`src/rtl/ksw_pkg.sv`:
```
// ksw_pkg: shared state encoding, byte width and parameter defaults for the KSW row controller.
package ksw_pkg;
    localparam int BW      = 8;
    localparam int TW_DEF  = 10;
    localparam int LAT_DEF = 2;
    typedef enum logic [1:0] {IDLE, ISSUE, DRAIN, DONE} state_t;
endpackage

```
`src/rtl/ksw_pipe_delay.sv`:
```
// ksw_pipe_delay: LAT-deep valid/index delay line that shifts every cycle regardless of stalls.
module ksw_pipe_delay #(
    parameter int LAT = 2,
    parameter int W   = 10
) (
    input  logic         clk,
    input  logic         rst,
    input  logic         valid_i,
    input  logic [W-1:0] data_i,
    output logic         valid_o,
    output logic [W-1:0] data_o
);
    logic [LAT-1:0] v_q;
    logic [W-1:0]   d_q [LAT];
    always_ff @(posedge clk) begin
        if (rst) begin
            v_q <= '0;
            for (int i = 0; i < LAT; i++) d_q[i] <= '0;
        end else begin
            v_q[0] <= valid_i;
            d_q[0] <= data_i;
            for (int i = 1; i < LAT; i++) begin
                v_q[i] <= v_q[i-1];
                d_q[i] <= d_q[i-1];
            end
        end
    end
    assign valid_o = v_q[LAT-1];
    assign data_o  = d_q[LAT-1];
endmodule

```
`src/rtl/ksw_row_ctrl.sv`:
```
// ksw_row_ctrl: sweeps columns st..en through the datapath, chaining carry bytes column to column.
// Optional KSW_ROW_CTRL_PERF_EN adds saturating busy-cycle and stall counters.
module ksw_row_ctrl
    import ksw_pkg::*;
#(
    parameter int LAT = LAT_DEF,
    parameter int TW  = TW_DEF
) (
    input  logic          clk,
    input  logic          rst,
    input  logic          start,
    input  logic [TW-1:0] st,
    input  logic [TW-1:0] en,
    input  logic [BW-1:0] x1_init,
    input  logic [BW-1:0] v1_init,
    input  logic [BW-1:0] x21_init,
    input  logic          mem_ready,
    input  logic [BW-1:0] dp_x1_out,
    input  logic [BW-1:0] dp_v1_out,
    input  logic [BW-1:0] dp_x21_out,
    output logic          dp_valid,
    output logic [TW-1:0] dp_t,
    output logic [BW-1:0] dp_x1_in,
    output logic [BW-1:0] dp_v1_in,
    output logic [BW-1:0] dp_x21_in,
    output logic          wb_valid,
    output logic [TW-1:0] wb_t,
    output logic          busy,
    output logic          done
`ifdef KSW_ROW_CTRL_PERF_EN
    ,
    output logic [31:0]   perf_cycles,
    output logic [31:0]   perf_stalls
`endif
);
    localparam int CW = $clog2(LAT + 1) + 1;

    state_t        state_q, state_d;
    logic [TW-1:0] ptr_q, ptr_d, en_q, en_d;
    logic [BW-1:0] x1_q, x1_d, v1_q, v1_d, x21_q, x21_d;
    logic [CW-1:0] cnt_q, cnt_d;
    logic          issue;

    assign issue = (state_q == ISSUE) && mem_ready;

    always_comb begin
        state_d = state_q;
        ptr_d   = ptr_q;
        en_d    = en_q;
        x1_d    = x1_q;
        v1_d    = v1_q;
        x21_d   = x21_q;
        cnt_d   = cnt_q + CW'(issue) - CW'(wb_valid);
        case (state_q)
            IDLE: if (start) begin
                if (st <= en) begin
                    state_d = ISSUE;
                    ptr_d   = st;
                    en_d    = en;
                    x1_d    = x1_init;
                    v1_d    = v1_init;
                    x21_d   = x21_init;
                end else begin
                    state_d = DONE;
                end
            end
            ISSUE: if (issue) begin
                x1_d  = dp_x1_out;
                v1_d  = dp_v1_out;
                x21_d = dp_x21_out;
                // Hold the pointer on the last column so en = all-ones cannot wrap.
                if (ptr_q == en_q) state_d = DRAIN;
                else ptr_d = ptr_q + 1'b1;
            end
            // Leave as soon as the final retire empties the pipeline.
            DRAIN: if (cnt_d == '0) state_d = DONE;
            default: state_d = IDLE;
        endcase
    end

    always_ff @(posedge clk) begin
        if (rst) begin
            state_q <= IDLE;
            ptr_q   <= '0;
            en_q    <= '0;
            x1_q    <= '0;
            v1_q    <= '0;
            x21_q   <= '0;
            cnt_q   <= '0;
        end else begin
            state_q <= state_d;
            ptr_q   <= ptr_d;
            en_q    <= en_d;
            x1_q    <= x1_d;
            v1_q    <= v1_d;
            x21_q   <= x21_d;
            cnt_q   <= cnt_d;
        end
    end

    ksw_pipe_delay #(.LAT(LAT), .W(TW)) u_delay (
        .clk     (clk),
        .rst     (rst),
        .valid_i (issue),
        .data_i  (ptr_q),
        .valid_o (wb_valid),
        .data_o  (wb_t)
    );

    assign dp_valid  = issue;
    assign dp_t      = ptr_q;
    assign dp_x1_in  = x1_q;
    assign dp_v1_in  = v1_q;
    assign dp_x21_in = x21_q;
    assign busy      = state_q != IDLE;
    assign done      = state_q == DONE;

`ifdef KSW_ROW_CTRL_PERF_EN
    logic [31:0] cyc_q, stl_q;
    always_ff @(posedge clk) begin
        if (rst || (state_q == IDLE && start)) begin
            cyc_q <= '0;
            stl_q <= '0;
        end else begin
            if (busy && ~&cyc_q) cyc_q <= cyc_q + 32'd1;
            if (state_q == ISSUE && !mem_ready && ~&stl_q) stl_q <= stl_q + 32'd1;
        end
    end
    assign perf_cycles = cyc_q;
    assign perf_stalls = stl_q;
`endif
endmodule
```
`config.mk`:
```
export PLATFORM = sky130hd
export DESIGN_NAME = ksw_row_ctrl
export DESIGN_NICKNAME = d
export VERILOG_FILES = /design/src/rtl/ksw_pkg.sv /design/src/rtl/ksw_pipe_delay.sv /design/src/rtl/ksw_row_ctrl.sv
export SDC_FILE = /design/constraint.sdc
export NUM_CORES = 1
export LEC_CHECK = 0
export ABC_AREA = 0
export CAP_MARGIN = 5
export CORE_MARGIN = 2
export CORE_UTILIZATION = 40
export CTS_CLUSTER_SIZE = 12
export DETAILED_ROUTE_END_ITERATION = 10
export MAX_ROUTING_LAYER = met4
export PLACE_DENSITY = 0.68
export RECOVER_POWER = 50
export SYNTH_ARGS = -nofsm -noshare
export SYNTH_HDL_FRONTEND = slang
export SYNTH_SLANG_ARGS = --single-unit
```
`constraint.sdc`:
```
create_clock -name clk -period 8.1 [get_ports clk]
set_input_delay 1.62 -clock clk [delete_from_list [all_inputs] [get_ports clk]]
set_output_delay 1.62 -clock clk [all_outputs]
set_load 0.1 [all_outputs]
```
# Yosys cells after proc, flatten, opt, wreduce, memory -nomap -nowiden
# Memory sizes are Yosys's and may differ from the RTL's.
# Cells that the tools add are included.
[totals]
register_bits = 51
latch_bits = 0
ramBits = 20
rom_bits = 0
word_cells = 62
memories = 1
[memory_table]
columns = ["name", "depth", "width", "rd", "rd_ports_with_merged_regs", "write_ports", "line_no", "source"]
rows = [
  ["u_delay.d_q", 2, 10, 2, 0, 2, "ksw_pipe_delay.sv:14", "logic [W-1:0] d_q [LAT];"],
]
[classes]
add_sub_neg = 3
mul = 0
n_div = 0
magnitude_cmp = 1
eq_ne = 10
shifts = 0
n_mux = 28
bitwise = 2
n_reduce_logical = 9
[op_table]
columns = ["operator", "count"]
rows = [
  ["8-bit two-way mux", 9],
  ["10-bit two-way mux", 6],
  ["8-bit case mux with 2 select lines", 3],
  ["10-bit case mux with 2 select lines", 1],
  ["10-bit by 1-bit adder with 10-bit output, second input constant", 1],
  ["10-bit equality test", 1],
  ["10-bit <= comparator", 1],
  ["2-bit two-way mux", 5],
  ["2-bit != test, second input constant", 5],
  ["4-bit AND reduction", 2],
  ["2-bit case mux with 3 select lines", 1],
  ["5-bit AND reduction", 1],
  ["2-bit equality test, second input constant", 2],
  ["2-bit nonzero test", 2],
  ["3-bit by 1-bit adder with 3-bit output", 1],
  ["3-bit logical NOT", 1],
  ["1-bit two-way mux", 3],
  ["3-bit AND reduction", 1],
  ["3-bit by 1-bit subtractor with 3-bit output", 1],
  ["2-bit by 1-bit equality test with 1-bit output, second input constant", 1],
  ["2-bit logical NOT", 1],
  ["2-bit by 1-bit != test with 1-bit output, second input constant", 1],
  ["1-bit OR", 2],
  ["1-bit logical AND", 1],
]

# Depth between registers and ports, before layout
[logic_depth]
word_depth = 7
depth_mapped = 13
ltp_nobuf = 13

# Hierarchy
# Synthesis repeated with hierarchy kept, for this count alone.
[unflattened]
cells_unflattened = 368
area_unflattened_um2 = 3607.2
[modules_own_cells]
columns = ["module", "instances", "cells_per_inst", "area_per_inst_um2", "seq_area_each_um2"]
rows = [
  ["ksw_row_ctrl", 1, 312, 2891.5, 980.9],
  ["ksw_pipe_delay", 1, 56, 715.7, 440.4],
]

# Worst setup path after synthesis
# OpenSTA, ideal clock, no wires.
[synth_timing]
path_type = "in2reg"
start = "in mem_ready"
end = "reg state_q[0]"
t_arrival_ps = 4192
required_time_ps = 8033
setup_slack_ps = 3840
stages = 11
n_path_buf = 0
path_cell_list = "nand2_1 -> inv_1 -> ha_1 -> inv_1 -> fa_1 -> xor2_1 -> xnor2_1 -> nand3b_1 -> a221o_1 -> or3_1 -> a21oi_2"
[synth_between]
elab_chain_cells = 6
[synth_rtl]
columns = ["item", "line_no", "source"]
rows = [
  ["from (decl)", "ksw_row_ctrl.sv:17", "input logic mem_ready,"],
  ["1-bit logical AND (*)", "ksw_row_ctrl.sv:44", "assign issue = (state_q == ISSUE) && mem_ready;"],
  ["via dp_valid", "ksw_row_ctrl.sv:21", "output logic dp_valid,"],
  ["3-bit by 1-bit adder with 3-bit output", "ksw_row_ctrl.sv:53", "cnt_d = cnt_q + CW'(issue) - CW'(wb_valid);"],
  ["3-bit by 1-bit subtractor with 3-bit output", "ksw_row_ctrl.sv:53", ""],
  ["3-bit logical NOT", "ksw_row_ctrl.sv:76", "DRAIN: if (cnt_d == '0) state_d = DONE;"],
  ["2-bit != test (no line)", "n/a", ""],
  ["4-bit AND reduction (no line) (*)", "n/a", ""],
  ["to (signal assigned)", "ksw_row_ctrl.sv:91", "state_q <= state_d;"],
  ["to (decl)", "ksw_row_ctrl.sv:38", "state_t state_q, state_d;"],
]
# The timed path passes the listed nets; every way through them passes the cells marked *.
# A chain may end at the register's enable or synchronous reset.

# Worst setup path after layout
[layout_timing]
start = "in mem_ready"
end = "out dp_valid"
[layout_between]
elab_chain_cells = 1
[layout_rtl]
columns = ["item", "line_no"]
rows = [
  ["1-bit logical AND", "ksw_row_ctrl.sv:44"],
  ["to (decl)", "ksw_row_ctrl.sv:21"],
]
# No other way between the ends.

==> metrics.cfg <==
[floorplanning]
die_area_um2 = 9400
ioPinCount = 120
die_x_um = 96.9
initial_utilization_pct = 41.6
core_area_um2 = 8300
fp-row-count = 33
height_of_the_chip_um = 96.9

[detailed_routing]
drt.antenna.violating_nets = 0
vias = 2842
detail_route.wl_per_cell_um = 14.3
route.met2.wl_um = 4080
met3_wirelength_um = 334
routed.top_layer = met4
drt_first_pass_iters = 4
detail_route.drc_violations = 0
totalWireLength_um = 8240
drt-vias-per-instance = 4.93
first_iter_violations = 135
drt-met1-wl_um = 3720

[timing]
worst_pin_slew_ns = 2.89
fin_tns_setup_ns = 0
final_min_period_over_clock_period_pct = 63.2
timing.max_slew.rel_slack_pct = -93.0
setup_violations = 0
rsz0062_at_grt = false
worst_slack_ns = 2.98
finalHoldViolCount = 0
finalClockSkew_ns = 0.00873
post-route-min-period_ns = 5.12
achievable-frequency_mhz = 195
drv_slew = 69

[synth]
yosys.area_share.xor_xnor_pct = 3.26
synthesis.nets = 451
syn_avg_cell_area_um2 = 9.57
synth_area_um2 = 3450
synth.mux.area_fraction_pct = 18.3
yosys.cell_types.count = 44
ys_async_sr_fraction_pct = 0
synthSimpleGateAreaFrac_pct = 14.0
synthesis.yosys.warnings = 0
synth-compound-area-share_pct = 9.45
adder_cell_share_of_the_synthesized_area_pct = 6.74
synthesis_stage_register_bit_count = 71
largest_family_of_logic_cells_by_synthesized_area = multiplexers
synth-seq-area-share_pct = 41.1
ys.flop_type = sky130_fd_sc_hd__dfxtp_1
synth_top_cell_by_area = sky130_fd_sc_hd__dfxtp_1
synth_enable_flop_cells = 0
synth_top_cells_by_area = sky130_fd_sc_hd__dfxtp_1 (41%), sky130_fd_sc_hd__mux2i_1 (10%), sky130_fd_sc_hd__mux2_2 (7.8%)
netlist_instances = 361
share_of_the_synthesized_area_in_the_top_cell_type_pct = 41.1

[worst_setup_path]
timing.critical_path.cells = clkdlybuf4s50_1 > nand2_1 > inv_1 > clkdlybuf4s50_1
worst_setup_path_start_kind = primary input
crit-reg2reg-launch = state_q[1]
worst_r2r_path_depth = 13
critical_path.slowest_cell = sky130_fd_sc_hd__clkdlybuf4s50_1
timing.critical_path.mode_cell = sky130_fd_sc_hd__clkdlybuf4s50_1
setup.worst_path.start = mem_ready
cp_data_arrival_time_ns = 3.50
crit_path_max_incr_delay_ns = 1.15
timing.reg2reg.setup_slack_ns = 4.48
path_max_fanout = 3
worstReg2RegEnd = state_q[0]
critical_path_sink_type = output pin
path_class = in -> out
cp_data_required_time_ns = 6.48

[layout]
layout.area.seq_um2 = 1420
finish.utilization_pct = 57.8
mostFrequentLayoutCell = sky130_fd_sc_hd__clkdlybuf4s50_1
area.growth.synth_to_final_pct = 38.9
drive_above_1_share_pct = 10.2
ant_diodes = 0
layoutNonFillerInstCount = 576
design.final.nets = 556
filler_cells = 727
final_cell_mix = sky130_fd_sc_hd__clkdlybuf4s50_1 (84), sky130_fd_sc_hd__dfxtp_1 (71), sky130_fd_sc_hd__nor2_1 (50), sky130_fd_sc_hd__mux2i_1 (36), sky130_fd_sc_hd__dlygate4sd3_1 (34)
area_taken_by_multi_input_logic_gates_um2 = 1800

[job]
max_cap_viol_count = 1

[clock_network]
post_cts_hold_buffer_count = 0
cts_max_path_buffers = 2
clk_pin_slew_ns = 0.07
cts_post_setup_buffers_inserted = 0
cts_tree = built
h-tree-depth = 3
ctsRootBufferMaster = sky130_fd_sc_hd__clkbuf_8
number_of_buffers_created_by_cts = 9
ctsResizeCount = 0
insertion_delay_ns = 0.33
clkSinkCount = 71

[grt]
grt_overflow = 0
grt_antenna_before_repair = 0
first_global_vias = 2870
grt_util_all_layers_pct = 18.4
grt_first_pass_wirelength_um = 13800
largest_net_degree_at_the_start_of_global_routing = 69

[pwr]
power_mw = 1.86
power.static_leakage_nw = 2.12
power_per_cell_area_nw_per_um2 = 387
power.ir.vdd_worst_v = 0.000203

[placed_design]
finalWeightedCongestion = 0.822
place_ws_ns = 2.98
dp.cells = 560
placement.io_buffers = 119
dp.final_hpwl_um = 6210

[worst_hold_path]
worstHoldPathCells = 1
hp-start = u_delay.d_q[0][0]
worst_hold_path.endpoint = u_delay.d_q[0][10]
min_path_type = reg -> reg

[status]
outcome = finished with violations
failing_checks = max-capacitance violations, max-slew violations

[state kept, by name, summed over array words and instances, names as in the netlist]
register,cells
dp_t,10
en_q,10
u_delay.d_q,20
u_delay.v_q,2
state_q,2
dp_x1_in,8
dp_v1_in,8
dp_x21_in,8
cnt_q,3
[worst max path at each step]
stage,end,slack (ns),cells after the start
2_1_floorplan,state_q[0],3.84,11
3_3_place_gp,dp_valid,3.00,4
3_5_place_dp,dp_valid,2.98,4
4_1_cts,dp_valid,2.98,4
5_1_grt,dp_valid,2.92,4
6_report,dp_valid,2.98,4
[cells in the mapped netlist, types with 2 or more instances]
cell and number:
sky130_fd_sc_hd__inv_1 23, sky130_fd_sc_hd__o31ai_1 5, sky130_fd_sc_hd__buf_4 12, sky130_fd_sc_hd__nand4_1 5, sky130_fd_sc_hd__a22oi_1 2, sky130_fd_sc_hd__nor3_1 2
sky130_fd_sc_hd__mux2i_1 36, sky130_fd_sc_hd__and3_1 3, sky130_fd_sc_hd__a221o_1 3, sky130_fd_sc_hd__o221a_2 2, sky130_fd_sc_hd__buf_2 2, sky130_fd_sc_hd__dfxtp_1 71
sky130_fd_sc_hd__clkbuf_1 12, sky130_fd_sc_hd__o21ai_0 5, sky130_fd_sc_hd__nor2_1 50, sky130_fd_sc_hd__mux2_2 24, sky130_fd_sc_hd__xnor2_1 10, sky130_fd_sc_hd__o32ai_1 2
sky130_fd_sc_hd__nand3_1 5, sky130_fd_sc_hd__a21o_1 3, sky130_fd_sc_hd__nor2b_1 20, sky130_fd_sc_hd__nand2_1 10, sky130_fd_sc_hd__or3_1 2, sky130_fd_sc_hd__o211ai_1 2
sky130_fd_sc_hd__ha_1 17, sky130_fd_sc_hd__a21oi_1 15
[where the power goes]
part	internal (mW)	switching, mW
sequential	0.443	0.0728
combinational	0.328	0.774
clock	0.110	0.128
total	0.881	0.975
[layer usage]
metal,vias to the layer above,GRT usage (%)
met5,-,-
li1,1440,-
met4,0,6.18
met2,71,30.4
met1,1322,23.0
met3,9,2.96
[cell families (layout without fill, tap and decap cells)]
group,after synthesis,in the layout
AOI/OAI and AO/OA,47,47
xor gates and xnor gates,12,12
adders and majority gates,18,18
buffers and inverters,51,161
DFF,71,71
muxes,60,60
and+or+nand+nor,102,102
[final cells by class]
| cell class | count | area share [%] |
|---|---|---|
| clock inverters | 4 | 0.469 |
| inverters | 23 | 1.80 |
| repair buffers | 122 | 25.1 |
| multi-input cells | 239 | 37.4 |
| well taps | 105 | 2.74 |
| flip-flops and latches | 71 | 29.6 |
| clock buffers | 12 | 2.82 |
[stage by stage]
step | hold WS (ns) | area (µm²)
2_1_floorplan | 0.414 | 3450
3_3_place_gp | 0.416 | 4640
3_5_place_dp | 0.420 | 4640
4_1_cts | 0.437 | 4800
5_1_grt | 0.458 | 4800
6_report | 0.434 | 4800
[critical path, delay by kind of cell]
family	cells	cell delay, ns
buffers and inverters	3	1.79
AND/OR/NAND/NOR	1	0.09
(Power assumes the default switching activity.)
==> patch, RTL diff (config.mk and constraints unchanged) <==
Take the reset off `en_q` and load it in a clocked block of its own.
--- a/src/rtl/ksw_row_ctrl.sv
+++ b/src/rtl/ksw_row_ctrl.sv
@@ -82,7 +82,6 @@
         if (rst) begin
             state_q <= IDLE;
             ptr_q   <= '0;
-            en_q    <= '0;
             x1_q    <= '0;
             v1_q    <= '0;
             x21_q   <= '0;
@@ -90,12 +89,15 @@
         end else begin
             state_q <= state_d;
             ptr_q   <= ptr_d;
-            en_q    <= en_d;
             x1_q    <= x1_d;
             v1_q    <= v1_d;
             x21_q   <= x21_d;
             cnt_q   <= cnt_d;
         end
+    end
+
+    always_ff @(posedge clk) begin
+        en_q <= en_d;
     end
 
     ksw_pipe_delay #(.LAT(LAT), .W(TW)) u_delay (
Function: no difference found for any inputs over 10 cycles, from zero or initial values and one cycle with rst high; that may be too few to reach the edited logic, so the function may still have changed.
==> patch against the unedited design <==
The run still ends with capacitance limit, slew limit left. Sequential cell count unchanged. Sequential share of layout area up 1.6 points. Register-to-register slack improved by 0.06 ns. Wire length is 2.2% lower. Final area increased by 1.7%. Synthesized area up 2.4%. Global-route usage fell by 0.79 points. Clock skew grew 0.0032 ns. Setup slack worse by 0.00089 ns. Total power up 17%. Critical endpoint unchanged. Highest routed layer unchanged.
==> patch: results (changes against the unedited design) <==
Outcome
The run finished, with violations left. The final reports fail on capacitance limit, slew limit.

Layout
The post-layout net count came to 541 (-2.7%). The total of fill cells in the finished design is 755 (+3.9%). The ratio of cells with drive above 1 in the final layout is 12.5% (+2.3 points). The cell area after layout was 0.00488 mm² (+1.7%).

The non-filler instance count after layout is 564 (-2.1%).

Placed design
The placer congestion estimate is 0.775 (-5.7%). The cell area after placement was 0.00469 mm² (+0.97%). The worst setup timing slack at the placement stage came to 2.96 ns (-0.0190 ns). The half-perimeter wire length after detailed placement is 5940 µm (-4.3%). The number of placed instances with taps included was 548 (-2.1%).

Run
The number of maximum-capacitance constraint violations is 1 (unchanged).

STA
The headroom to the max-slew limit is -103% (-9.5 points). The worst clock skew is 0.0120 ns (+0.00322 ns). The number of pins with negative max-slew slack in the final report is 57 (-17%).

Global route
The wire length of the first global-routing pass is 13300 µm (-3.7%). The largest net degree at the start of global routing came to 57 (-17%). The total track usage is 17.6% (-0.79 points).

Synth
The synthesized netlist net count was 439 (-2.7%). By area the synthesized netlist is led by dfxtp_1, a211oi_2, edfxtp_1. The number of enable flip-flop cells after synthesis was 10 (+10).

The sequential-to-total area share from yosys stat is 43.0% (+1.9 points). The post-synthesis cell area is 0.00354 mm² (+2.4%). The count of mapped cells out of synthesis was 349 (-3.3%).

Drt
The DRC violation total after the first TritonRoute iteration is 106 (-21%).

Power
The maximum ir drop on the vdd rail is 0.000280 V (+38%). The switching share of power is 56.0% (+3.5 points). The total leakage power is 1.98 nW (-6.4%).
==> patch: cell types whose count changed in the layout (fill, tap and decap cells not counted), moves of 10 or more <==
cell and delta:
a211oi_2 +24, mux2_2 -24, xor2_1 +10, mux2i_1 -11, nor2_1 -18, dfxtp_1 -10
edfxtp_1 +10
==> patch: path summary, 6_finish.rpt <==
check	slack [ns]	endpoint	startpoint
setup / recovery	2.98	dp_valid	mem_ready
hold / removal	0.43	u_delay.d_q[0][11]	u_delay.d_q[0][1]
setup reg to reg	4.54	state_q[1]	state_q[1]
hold reg to reg	0.43	u_delay.d_q[0][11]	u_delay.d_q[0][1]
==> patch: final cells by class <==
| class | count | share of cell area (%) |
|---|---|---|
| flip-flops and latches | 71 | 31.2 |
| well taps | 108 | 2.77 |
| repair buffers | 121 | 24.5 |
| clock inverters | 6 | 0.898 |
| multi-input cells | 223 | 35.6 |
| inverters | 25 | 1.92 |
| clock buffers | 10 | 3.05 |
==> patch: logic make-up (layout without fill, tap and decap cells) <==
| kind of cell | Yosys count | count (layout) | share of synthesized area, % |
|---|---|---|---|
| buf+inv | 55 | 162 | 7.93 |
| flops | 71 | 71 | 43.0 |
| mux | 25 | 25 | 7.08 |
| simple gates | 101 | 101 | 14.0 |
| fa+ha+maj | 18 | 18 | 6.58 |
| xor+xnor | 12 | 12 | 2.97 |
| compound gates | 67 | 67 | 18.4 |
==> patch: power by group through the flow <==
stage | clock (mW) | sequential [mW] | combinational, mW
floorplan | 0 | 1.17 | 0.502
global placement | 0 | 0.567 | 1.36
detailed placement | 0 | 0.572 | 1.38
CTS | 0.277 | 0.564 | 1.38
global route | 0.292 | 0.578 | 1.41
finish | 0.269 | 0.562 | 1.35
==> patch: worst max-delay path, stage by stage <==
cell and delay, ns:
clkdlybuf4s50_1 0.49, nand2_1 0.09, inv_1 0.15, clkdlybuf4s50_1 1.15
==> patch: per-layer routing <==
metal	up-vias	track usage (%)	wire [µm]
met3	15	2.93	440
li1	1413	-	-
met1	1285	21.2	3480
met5	-	-	0
met2	96	29.1	3970
met4	0	7.59	163
